==> config.mk <==
export PLATFORM = sky130hd
export DESIGN_NAME = fifo_rd_ctrl_flat
export DESIGN_NICKNAME = d
export VERILOG_FILES = /design/src/rtl/fifo_pkg.sv /design/src/rtl/fifo_rd_ctrl_if.sv /design/src/rtl/fifo_rd_ctrl.sv /design/src/flat_wrapper.sv
export SDC_FILE = /design/constraint.sdc
export NUM_CORES = 1
export LEC_CHECK = 0
export ABC_AREA = 1
export CAP_MARGIN = 10
export CORE_UTILIZATION = 42
export DETAILED_ROUTE_END_ITERATION = 16
export PLACE_DENSITY = 0.84
export SLEW_MARGIN = 20
export SYNTH_ARGS = -nofsm -noshare
export SYNTH_HDL_FRONTEND = slang
export SYNTH_SLANG_ARGS = --single-unit
==> constraint.sdc <==
create_clock -name sys_clk -period 1.2 [get_ports sys_clk]
set_input_delay 0.24 -clock sys_clk [delete_from_list [all_inputs] [get_ports sys_clk]]
set_output_delay 0.24 -clock sys_clk [all_outputs]
set_load 0.05 [all_outputs]
==> src/rtl/fifo_pkg.sv <==
// Shared FIFO controller definitions: read/write controller state encoding and bus widths.
package fifo_pkg;

   localparam int unsigned DATA_W  = 16;
   localparam int unsigned BYTE_W  = 8;
   localparam int unsigned USEDW_W = 9;

   typedef enum logic {
      IDLE = 1'b0,
      READ = 1'b1
   } fifo_state_e;

   // Picks one byte of a FIFO word; the low byte is the first byte of the stream.
   function automatic logic [BYTE_W-1:0] sel_byte(input logic [DATA_W-1:0] word,
                                                  input logic              hi);
      return hi ? word[DATA_W-1:BYTE_W] : word[BYTE_W-1:0];
   endfunction

endpackage

==> src/rtl/fifo_rd_ctrl_if.sv <==
// FIFO read port plus byte-stream handshake seen by the read-side controller.
interface fifo_rd_ctrl_if;
   import fifo_pkg::*;

   logic                rd_empty;
   logic [USEDW_W-1:0]  rd_usedw;
   logic [DATA_W-1:0]   rd_data;
   logic                rd_req;
   logic [BYTE_W-1:0]   out_data;
   logic                out_valid;
   logic                out_ready;
   logic                busy;
   logic                burst_done;

   modport master (
      input  rd_empty, rd_usedw, rd_data, out_ready,
      output rd_req, out_data, out_valid, busy, burst_done
   );

   modport slave (
      output rd_empty, rd_usedw, rd_data, out_ready,
      input  rd_req, out_data, out_valid, busy, burst_done
   );

endinterface

==> src/rtl/fifo_rd_ctrl.sv <==
// Burst reader for a 16-bit normal-mode FIFO: waits for a full burst, then
// serializes each word into two bytes (low byte first) on a valid/ready stream.
module fifo_rd_ctrl
   import fifo_pkg::*;
#(
   parameter int unsigned BURST_LEN = 64
) (
   input  logic            sys_clk,
   input  logic            sys_rst_n,
   fifo_rd_ctrl_if.master  bus
);

   localparam logic [USEDW_W-1:0] BURST_CNT = USEDW_W'(BURST_LEN);

   fifo_state_e         state;
   logic [USEDW_W-1:0]  word_cnt;
   logic                pend;
   logic [1:0]          hold_cnt;
   logic [DATA_W-1:0]   hold;

   logic                rd_req_c;
   logic                accept_c;
   logic                finish_c;

   // A new word may be requested only when the hold register will be free by the time it lands.
   always_comb begin
      rd_req_c = 1'b0;
      accept_c = 1'b0;
      finish_c = 1'b0;
      if (state == READ) begin
         rd_req_c = !pend && (word_cnt < BURST_CNT) && !bus.rd_empty &&
                    ((hold_cnt == 2'd0) || ((hold_cnt == 2'd1) && bus.out_ready));
         finish_c = (word_cnt == BURST_CNT) && !pend && (hold_cnt == 2'd0);
      end
      accept_c = (hold_cnt != 2'd0) && bus.out_ready;
   end

   assign bus.rd_req     = rd_req_c;
   assign bus.out_valid  = (hold_cnt != 2'd0);
   assign bus.out_data   = sel_byte(hold, hold_cnt == 2'd1);
   assign bus.busy       = (state != IDLE);
   assign bus.burst_done = finish_c;

   always_ff @(posedge sys_clk or negedge sys_rst_n) begin
      if (!sys_rst_n) begin
         state    <= IDLE;
         word_cnt <= '0;
         pend     <= 1'b0;
         hold_cnt <= 2'd0;
         hold     <= '0;
      end else begin
         unique case (state)
            IDLE: begin
               if ((bus.rd_usedw >= BURST_CNT) && !bus.rd_empty) begin
                  state    <= READ;
                  word_cnt <= '0;
               end
            end
            READ: begin
               if (rd_req_c) begin
                  word_cnt <= word_cnt + USEDW_W'(1);
               end
               if (finish_c) begin
                  state <= IDLE;
               end
            end
            default: state <= IDLE;
         endcase

         // pend marks the cycle in which the requested word is on rd_data.
         pend <= rd_req_c;

         // A fresh load takes priority over consuming the last byte of the previous word.
         if (pend) begin
            hold     <= bus.rd_data;
            hold_cnt <= 2'd2;
         end else if (accept_c) begin
            hold_cnt <= hold_cnt - 2'd1;
         end
      end
   end

endmodule

==> src/flat_wrapper.sv <==
// flat-port wrapper written by rule: the top's interface ports become plain ports
module fifo_rd_ctrl_flat import fifo_pkg::*;
#(
   parameter int unsigned BURST_LEN = 64
)
  (sys_clk, sys_rst_n, bus_rd_empty, bus_rd_usedw, bus_rd_data, bus_out_ready, bus_rd_req, bus_out_data, bus_out_valid, bus_busy, bus_burst_done);
  fifo_rd_ctrl_if bus_i ();
  input  logic sys_clk;
  input  logic sys_rst_n;
  input wire logic [$bits(bus_i.rd_empty)-1:0] bus_rd_empty;
  input wire logic [$bits(bus_i.rd_usedw)-1:0] bus_rd_usedw;
  input wire logic [$bits(bus_i.rd_data)-1:0] bus_rd_data;
  input wire logic [$bits(bus_i.out_ready)-1:0] bus_out_ready;
  output wire logic [$bits(bus_i.rd_req)-1:0] bus_rd_req;
  output wire logic [$bits(bus_i.out_data)-1:0] bus_out_data;
  output wire logic [$bits(bus_i.out_valid)-1:0] bus_out_valid;
  output wire logic [$bits(bus_i.busy)-1:0] bus_busy;
  output wire logic [$bits(bus_i.burst_done)-1:0] bus_burst_done;
  assign bus_i.rd_empty = bus_rd_empty;
  assign bus_i.rd_usedw = bus_rd_usedw;
  assign bus_i.rd_data = bus_rd_data;
  assign bus_i.out_ready = bus_out_ready;
  assign bus_rd_req = bus_i.rd_req;
  assign bus_out_data = bus_i.out_data;
  assign bus_out_valid = bus_i.out_valid;
  assign bus_busy = bus_i.busy;
  assign bus_burst_done = bus_i.burst_done;
  fifo_rd_ctrl #(.BURST_LEN(BURST_LEN)) u_core (.sys_clk(sys_clk), .sys_rst_n(sys_rst_n), .bus(bus_i));
endmodule
# After elaboration in Yosys (flattened, before gate mapping)
# Index checks and enable logic that the tools add are counted.
dict set report totals {
  latch_bits 0
  mem_bits_ro 0
  memories 0
  ram_bits 0
  regBits 29
}
dict set report op_classes {
  div_mod_pow 0
  mux 11
  n_bitwise 1
  n_lt_le_gt_ge 2
  n_addsub 2
  shifts 0
  multipliers 0
  n_reduce_logical 15
  n_eq_ne 4
}
# operator count
set ops {}
lappend ops {{2-to-1 mux 9 bit} 2}
lappend ops {{one-hot mux 9 bit (2 select lines)} 1}
lappend ops {{adder 9 x 1 -> 9 bit (second input constant)} 1}
lappend ops {{== test 9 x 7 -> 1 bit (second input constant)} 1}
lappend ops {{>= comparator 9 x 7 -> 1 bit (second input constant)} 1}
lappend ops {{< comparator 9 x 7 -> 1 bit (second input constant)} 1}
lappend ops {{logical AND 1 bit} 8}
lappend ops {{2-to-1 mux 8 bit} 1}
lappend ops {{2-to-1 mux 1 bit} 4}
lappend ops {{2-to-1 mux 2 bit} 2}
lappend ops {{nonzero test 2 bit} 2}
lappend ops {{== test 2 x 1 -> 1 bit (second input constant)} 1}
lappend ops {{zero test 1 bit} 2}
lappend ops {{zero test 2 bit} 1}
lappend ops {{!= test 2 x 1 -> 1 bit (second input constant)} 1}
lappend ops {{!= test 2 bit (second input constant)} 1}
lappend ops {{one-hot mux 1 bit (2 select lines)} 1}
lappend ops {{AND reduction 2 bit} 1}
lappend ops {{subtractor 2 x 1 -> 2 bit (second input constant)} 1}
lappend ops {{logical OR 1 bit} 1}
lappend ops {{inverter 1 bit} 1}

# Logic depth before layout (Yosys ltp)
# Gate-level depths: netlist (run 1).
dict set report depth {
  word_depth 7
  depth_mapped 9
}

# Worst setup path before layout (run 1)
# No wires, ideal clock.
dict set report synth_timing {
  path_type {flip-flop to output port}
  start {register u_core.hold_cnt[0]}
  end {output bus_out_data[3]}
  arrival_time_ns 1.940
  setup_slack_ns -0.980
  path_buffers 1
  path_stages_with_launch 4
  path_cell_list {dfrtp_1 > ha_1 > clkbuf_1 > o21ai_0}
}
dict set report synth_via {
  elab_chain_len 2
}
# item line_no
set synth_rtl {}
lappend synth_rtl {{start, declared} fifo_rd_ctrl.sv:18} ;# logic [1:0] hold_cnt;
lappend synth_rtl {{start signal, assigned} fifo_rd_ctrl.sv:78} ;# hold_cnt <= hold_cnt - 2'd1;
lappend synth_rtl {{== test 2 x 1 -> 1 bit} fifo_rd_ctrl.sv:40} ;# assign bus.out_data = sel_byte(hold, hold_cnt == 2'd1);
lappend synth_rtl {{2-to-1 mux 8 bit} fifo_pkg.sv:16} ;# return hi ? word[DATA_W-1:BYTE_W] : word[BYTE_W-1:0];
lappend synth_rtl {{end, declared} flat_wrapper.sv:15} ;# output wire logic [$bits(bus_i.out_data)-1:0] bus_out_data;
# No other way between the ends.

# Final worst setup path (run 1)
dict set report layout_timing {
  start {register u_core.hold_cnt[1]}
  end {output bus_rd_req}
}
dict set report layout_via {
  elab_chain_len 5
  elab_cells_between_ends 6
  cone_classes {eq/ne (1); mux (1); reduce/logical (4)}
}
# item line_no
set layout_rtl {}
lappend layout_rtl {{== test 2 x 1 -> 1 bit} fifo_rd_ctrl.sv:32} ;# ((hold_cnt == 2'd0) || ((hold_cnt == 2'd1) && bus.out_ready));
lappend layout_rtl {{logical AND 1 bit} fifo_rd_ctrl.sv:32}
lappend layout_rtl {{logical OR 1 bit *} fifo_rd_ctrl.sv:32}
lappend layout_rtl {{logical AND 1 bit *} fifo_rd_ctrl.sv:31} ;# rd_req_c = !pend && (word_cnt < BURST_CNT) && !bus.rd_empty &&
lappend layout_rtl {{2-to-1 mux 1 bit *} fifo_rd_ctrl.sv:30} ;# if (state == READ) begin
lappend layout_rtl {{end, declared} flat_wrapper.sv:14} ;# output wire logic [$bits(bus_i.rd_req)-1:0] bus_rd_req;
# Every way passes the cells marked *; elsewhere a longest branch is shown, timed or not.

==> key figures, run 1 <==
Synth
  • Post-synth EDFFs: 0
  • Avg Cell Area, Syn: roughly 7.9 µm²
  • Share of Yosys cell area claimed by the top area cell type: roughly half
  • Mapped Nets: 214
  • Most used flip-flop cell after synthesis: dfrtp_1
  • Synth area leaders: dfrtp_1 51%, nand2_1 18%, o21ai_1 5.9%
  • Synth Register Bits: 29
  • Largest area contributor in the netlist: dfrtp_1
  • Synthesized area: roughly 1400 µm²
  • FFs w/ async S/R, synth: 100%
  • Warnings, synthesis: 0
  • Post-synth top cells: 67 x nand2_1, 29 x dfrtp_1, 18 x inv_1
  • Seq/Total Area, Yosys: between 50% and 60%
  • Count leader, synth: nand2_1
  • Mapped Cells: 181
  • Distinct cells, synth: 23

Route
  • DRT Wirelength: roughly 4.2 mm
  • Detailed-route via count: about 1400
  • DR WL/cell: around 14 µm
  • Met3 Wirelength: approximately 170 µm
  • Met2 wire len: around 2.2 mm
  • Final ANT Viol Nets: 0
  • DRT Pass-1 Iters: 4
  • Metal-1 WL: about 1.7 mm
  • DRC: 0
  • Initial DRC count: 56
  • Via-per-instance ratio: just under 5
  • Uppermost layer routed: met4

Placement
  • Port Buffers: 34
  • RePlAce Congestion: ~0.8
  • Placed insts: 275
  • DP Area: about 2200 µm²
  • DPL Wire Length: approximately 2.4 mm
  • Post-Place Worst Slack: -0.410 ns

STA
  • Worst slew margin: approximately three quarters
  • Clock period minus worst slack: 1.83 ns
  • Final period utilization: 152%
  • Worst setup slack after layout: -0.629 ns
  • RSZ-0062 raised after global routing: true
  • Setup TNS: -10.22 ns
  • Worst Tran Pin Value: around 0.37 ns
  • Hold Vio Cnt, Final: 0
  • Max-slew violation count: 0
  • Setup violators final: 25
  • Max Clock Freq: 547 MHz
  • Clk_skew: about 0.013 ns
  • Min Hold Slack: 0.267 ns

Run
  • MaxCap Viol Count: 0

Floorplan
  • Rows: 20
  • Die area: 3650 µm²
  • Chip Height: ~60 µm
  • Die W: about 60 µm
  • Core ar.: around 3200 µm²
  • Starting Density: a little under half
  • IO Pins: 41

Global route
  • Grt ovf: 0
  • Overall global routing resource usage: a little under a quarter
  • Vias in the first global route: between 1000 and 1500
  • Initial antenna violation count: 0
  • First-pass GRT wire length: around 6 mm
  • Largest net degree at the start of global routing: 30

Critical path
  • WS Path Type: reg -> out
  • Critical Path RT: 0.96 ns
  • CP arrival: ~1.6 ns
  • Crit. End Element: output port
  • Reg-to-reg setup timing slack: -0.36 ns
  • Startpoint class of the critical path: flop
  • Max FO, Critical Path: 3

Finish
  • Share of cells above drive strength 1: a little under two fifths
  • N_diodes: 0
  • Area delta synth->final: 73.9%
  • Final Instance Area: 2500 µm²
  • Fin util: 79.2%
  • Fin nets: between 200 and 300
  • Finished Layout Cells: 295

CTS
  • Clock Sinks: 29
  • Clk_lat worst skew: 0.33 ns
  • Hold Buf Count CTS: 0
  • CTS root buf: clkbuf_4
  • Reg clk slew, reported paths: 0.11 ns
  • Total CTS buffers: 5
  • TritonCTS clock tree: done
  • H-tree levels: 2
  • Clk buf depth: 2

Power
  • Leak: between 1 and 1.5 nW
  • VDD IR max: around 2.2 mV
  • Power, Total: roughly 8 mW
  • Pwr dens: 3160 nW/µm²

Min path
  • Min-delay worst type: in -> async

Status
  • Status: finished, violations left
  • Failing checks: setup timing
-- worst max-delay path, cell delays in order, from the launching register on --
cell and delay (ns):
dfrtp_1 0.40, inv_2 0.09, buf_6 0.10, ha_4 0.17, nand2_2 0.06, nand2_2 0.06, nand2_2 0.07, nor2_4 0.14
buf_12 0.15
-- registers in the layout (all words and copies together), names as in the netlist --
signal	flops
u_core.pend	1
u_core.bus.busy	1
u_core.hold_cnt	2
u_core.hold	16
u_core.word_cnt	9
-- placed cells by master, fill, tap and decap left out, types with 3 or more instances in the layout --
cell / instances
clkdlybuf4s50_1: 22
nand2_2: 11
dfrtp_1: 28
buf_12: 14
buf_6: 5
clkbuf_4: 5
nor2_4: 4
a21oi_2: 3
o21ai_1: 15
nor2_1: 8
buf_4: 23
inv_2: 6
inv_1: 16
nand2_1: 55
nand3_1: 5
o21ai_4: 9
-- cell type report --
type | count | area, µm²
clock buffer | 7 | 65.1
clock inverter | 1 | 5.00
fill | 199 | 657
inverter | 23 | 91.3
multi-input combinational | 126 | 798
sequential | 29 | 727
tap | 44 | 55.1
timing repair buffer | 65 | 754
-- report_power, final --
part / total, mW / switching (mW) / internal (mW)
clock: 0.708 / 0.369 / 0.339
combinational: 5.46 / 2.91 / 2.55
sequential: 1.71 / 0.296 / 1.42
total: 7.88 / 3.58 / 4.30
-- final timing paths --
path,endpoint,depth (start not counted),startpoint
setup / recovery,bus_rd_req,8,u_core.hold_cnt[1]$_DFFE_PN0P_
hold / removal,u_core.hold[6]$_DFFE_PN0P_,2,sys_rst_n
setup reg to reg,u_core.word_cnt[1]$_DFFE_PN0P_,11,u_core.hold_cnt[1]$_DFFE_PN0P_
hold reg to reg,u_core.hold[14]$_DFFE_PN0P_,2,u_core.hold[14]$_DFFE_PN0P_
max in group asynchronous,u_core.bus.busy$_DFF_PN0_,2,sys_rst_n
min in group sys_clk,u_core.hold[10]$_DFFE_PN0P_,3,bus_rd_data[10]
-- what timing repair did --
item,4_1_cts,5_1_grt
buffers inserted,8,4
endpoints found under the setup margin,24,25
pin swaps,10,15
cloned,1,1
gates resized for setup,16,17
-- cell families after synthesis --
| group | synth area share (%) |
|---|---|
| adder cells (fa/ha/maj) | 3.49 |
| XOR/XNOR | 0.610 |
| flip-flops | 50.6 |
| AO/OA/AOI/OAI | 10.8 |
| AND/OR/NAND/NOR | 26.9 |
| buffers and inverters | 7.58 |
-- per-layer routing --
metal,GRT usage [%],vias up
met5,0,-
met4,10.1,0
met3,4.69,6
met2,39.2,41
met1,29.5,702
li1,-,700
(Power assumes the default switching activity.)
==> run 2: changes to the inputs <==
--- a/config.mk
+++ b/config.mk
@@ -5,7 +5,6 @@
 export SDC_FILE = /design/constraint.sdc
 export NUM_CORES = 1
 export LEC_CHECK = 0
-export ABC_AREA = 1
 export CAP_MARGIN = 10
 export CORE_UTILIZATION = 42
 export DETAILED_ROUTE_END_ITERATION = 16
==> run 2 against run 1 <==
  * The flow still finishes with violations (setup timing)
  * Critical endpoint unchanged
  * Via count down 22%
  * Sequential power down 6%
  * Flip-flop and latch count unchanged
  * Sequential share of layout area up 2.6 points
  * First-iteration DRC count down 39%
==> key figures, run 2 <==
Status
  • Status: finished, violations left
  • Failing checks: setup timing

Synth
  • Post-synth EDFFs: 0
  • Warnings, synthesis: 0
  • Post-synth top cells: 29 x dfrtp_1, 24 x mux2_2, 7 x inv_1
  • Count leader, synth: dfrtp_1
  • Avg Cell Area, Syn: 12.7 µm²
  • Mapped Cells: 108
  • FFs w/ async S/R, synth: between 90% and 100%
  • Mapped Nets: 141
  • Most used flip-flop cell after synthesis: dfrtp_1
  • Seq/Total Area, Yosys: 52.8%
  • Synthesized area: 1380 µm²
  • Share of Yosys cell area claimed by the top area cell type: a little over half
  • Distinct cells, synth: 26
  • Synth area leaders: dfrtp_1 53%, mux2_2 20%, ha_1 3.6%
  • Synth Register Bits: 29
  • Largest area contributor in the netlist: dfrtp_1

CTS
  • Reg clk slew, reported paths: 0.09 ns
  • CTS root buf: clkbuf_4
  • Clock Sinks: 29
  • Clk buf depth: 2
  • Total CTS buffers: 5
  • Clk_lat worst skew: about 0.32 ns
  • H-tree levels: 2
  • Hold Buf Count CTS: 0
  • TritonCTS clock tree: done

Finish
  • Commonest non-fill, non-tap cell in the layout: dfrtp_1
  • Biggest regs: u_core.hold: 16 flops, u_core.word_cnt: 9 flops, u_core.hold_cnt: 2 flops
  • N_diodes: 0
  • Commonest non-fill, non-tap cells in the layout: 28 x dfrtp_1, 26 x buf_4, 22 x clkdlybuf4s50_1
  • Fin nets: 214
  • Fin util: about three quarters
  • Area delta synth->final: 66.6%
  • Max reg flops: 16
  • Share of cells above drive strength 1: a little over half
  • Final Instance Area: approximately 2300 µm²
  • Biggest register: u_core.hold

Placement
  • DPL Wire Length: roughly 2.3 mm
  • Post-Place Worst Slack: -0.661 ns
  • RePlAce Congestion: between 0.8 and 0.9
  • DP Area: 2030 µm²
  • Port Buffers: 34

STA
  • Clk_skew: roughly 0.0021 ns
  • Max-slew violation count: 0
  • Max Clock Freq: around 510 MHz
  • Clock period minus worst slack: 1.98 ns
  • Worst slew margin: about 82%
  • Setup violators final: 23
  • RSZ-0062 raised after global routing: true
  • Final period utilization: 165%
  • Hold Vio Cnt, Final: 0
  • Worst Tran Pin Value: 0.262 ns
  • Worst setup slack after layout: -0.778 ns

Floorplan
  • IO Pins: just over 40
  • Chip Height: 59.2 µm
  • Core ar.: slightly above 3000 µm²
  • Rows: 20
  • Starting Density: between 40 and 50%
  • Die W: between 50 and 60 µm
  • Die area: ~3500 µm²

Power
  • Seq pwr share: 25.3%
  • Pwr dens: 2780 nW/µm²
  • Gate power share: about two thirds
  • Sw frac: between 40% and 50%
  • VDD IR max: around 1.1 mV
  • Pint: 3.77 mW
  • Clock network fraction of total power: 8.5%
  • Leak: approximately 1.0 nW
  • P_sw: about 2.6 mW

Global route
  • Grt ovf: 0
  • Largest net degree at the start of global routing: 30
  • First-pass GRT wire length: 5.29 mm
  • Overall global routing resource usage: 21.4%
  • Initial antenna violation count: 0
  • Vias in the first global route: roughly 1200

Critical path
  • RR Startpoint: u_core.word_cnt[8]$_DFFE_PN0P_
  • Crit-path cells: or3_4 -> buf_4 -> nor3_4 -> buf_6 -> buf_12
  • CP arrival: about 1.7 ns
  • Crit. End Element: output port
  • Reg2reg path depth: 8
  • Critical Path RT: between 0.9 and 1 ns
  • Max FO, Critical Path: 2
  • WS Path Type: reg -> out
  • Max stage delay on crit path: 0.41 ns
  • CP max stage cell: or3_4
  • Startpoint class of the critical path: flop
  • Reg-to-reg setup timing slack: -0.69 ns
  • Worst flop-to-flop path endpoint: u_core.word_cnt[5]$_DFFE_PN0P_

Route
  • Final ANT Viol Nets: 0
  • DRT Pass-1 Iters: 4
  • DRC: 0
  • Initial DRC count: 34
  • DRT Wirelength: about 3.3 mm
  • DR WL/cell: between 10 and 15 µm
  • Detailed-route via count: 1124
  • Via-per-instance ratio: slightly below 5

Run
  • MaxCap Viol Count: 0

Min path
  • Min-delay worst type: in -> async
==> run 2: kinds of logic (layout without fill, tap and decap cells) <==
logic type	after synthesis	count (layout)	synth area share, %
AOI/OAI and AO/OA	12	12	6.92
xor gates and xnor gates	2	2	1.27
adders and majority gates	4	4	3.64
buffers and inverters	11	85	4.10
DFF	29	29	52.8
muxes	24	24	19.7
and+or+nand+nor	26	26	11.6
==> run 2: worst max path at each step <==
stage                                         from  depth (start not counted)                              to
global placement                      bus_rd_empty                          6  u_core.word_cnt[5]$_DFFE_PN0P_
CTS                 u_core.word_cnt[8]$_DFFE_PN0P_                          5                  bus_burst_done
floorplan                u_core.bus.busy$_DFF_PN0_                          5  u_core.word_cnt[5]$_DFFE_PN0P_
detailed placement                    bus_rd_empty                          5  u_core.word_cnt[6]$_DFFE_PN0P_
finish              u_core.word_cnt[8]$_DFFE_PN0P_                          5                      bus_rd_req
global route        u_core.hold_cnt[1]$_DFFE_PN0P_                          7                  bus_burst_done
==> run 2: layout make-up <==
class                   instances  area (µm²)
clock buffers                   6        41.3
fillers                       232         787
flip-flops and latches         29         727
multi-input cells              68         712
clock inverters                 2        10.0
well taps                      44        55.1
repair buffers                 70         716
inverters                       7        30.0
==> run 2: what timing repair did <==
action,CTS,global route
pin swaps,7,2
buffers inserted,5,6
endpoints found under the setup margin,24,25
gates resized for setup,21,6
==> run 2: per-layer routing <==
layer | GRT usage, % | vias to the layer above | wire length (µm)
met5 | 0 | - | 0
met4 | 8.16 | 0 | 38
met3 | 8.08 | 5 | 193
met2 | 39.6 | 36 | 1790
met1 | 21.2 | 556 | 1290
li1 | - | 527 | -
==> run 2: worst max-delay path, delay by kind of cell (launching register included) <==
kind,cells,cell delay [ns]
buf+inv,3,0.42
flops,1,0.39
simple gates,2,0.61
==> run 2: power by group through the flow <==
stage / clock (mW) / combinational, mW / sequential, mW
final: 0.541 / 4.21 / 1.61
after CTS: 0.571 / 4.02 / 1.61
after global placement: 0 / 3.48 / 1.57
after global routing: 0.621 / 4.44 / 1.66
after floorplan: 0 / 2.37 / 1.63
after detailed placement: 0 / 3.59 / 1.61
==> run 2: per-stage QoR <==
step	TNS (ns)	hold slack (ns)	power, mW	std cells
after global placement	-8.87	0.482	5.05	207
after detailed placement	-9.74	0.497	5.20	207
final	-13.06	0.290	6.36	226
after floorplan	-6.62	-0.0556	4.01	108
after global routing	-14.66	0.270	6.73	226
after CTS	-11.92	0.282	6.20	220
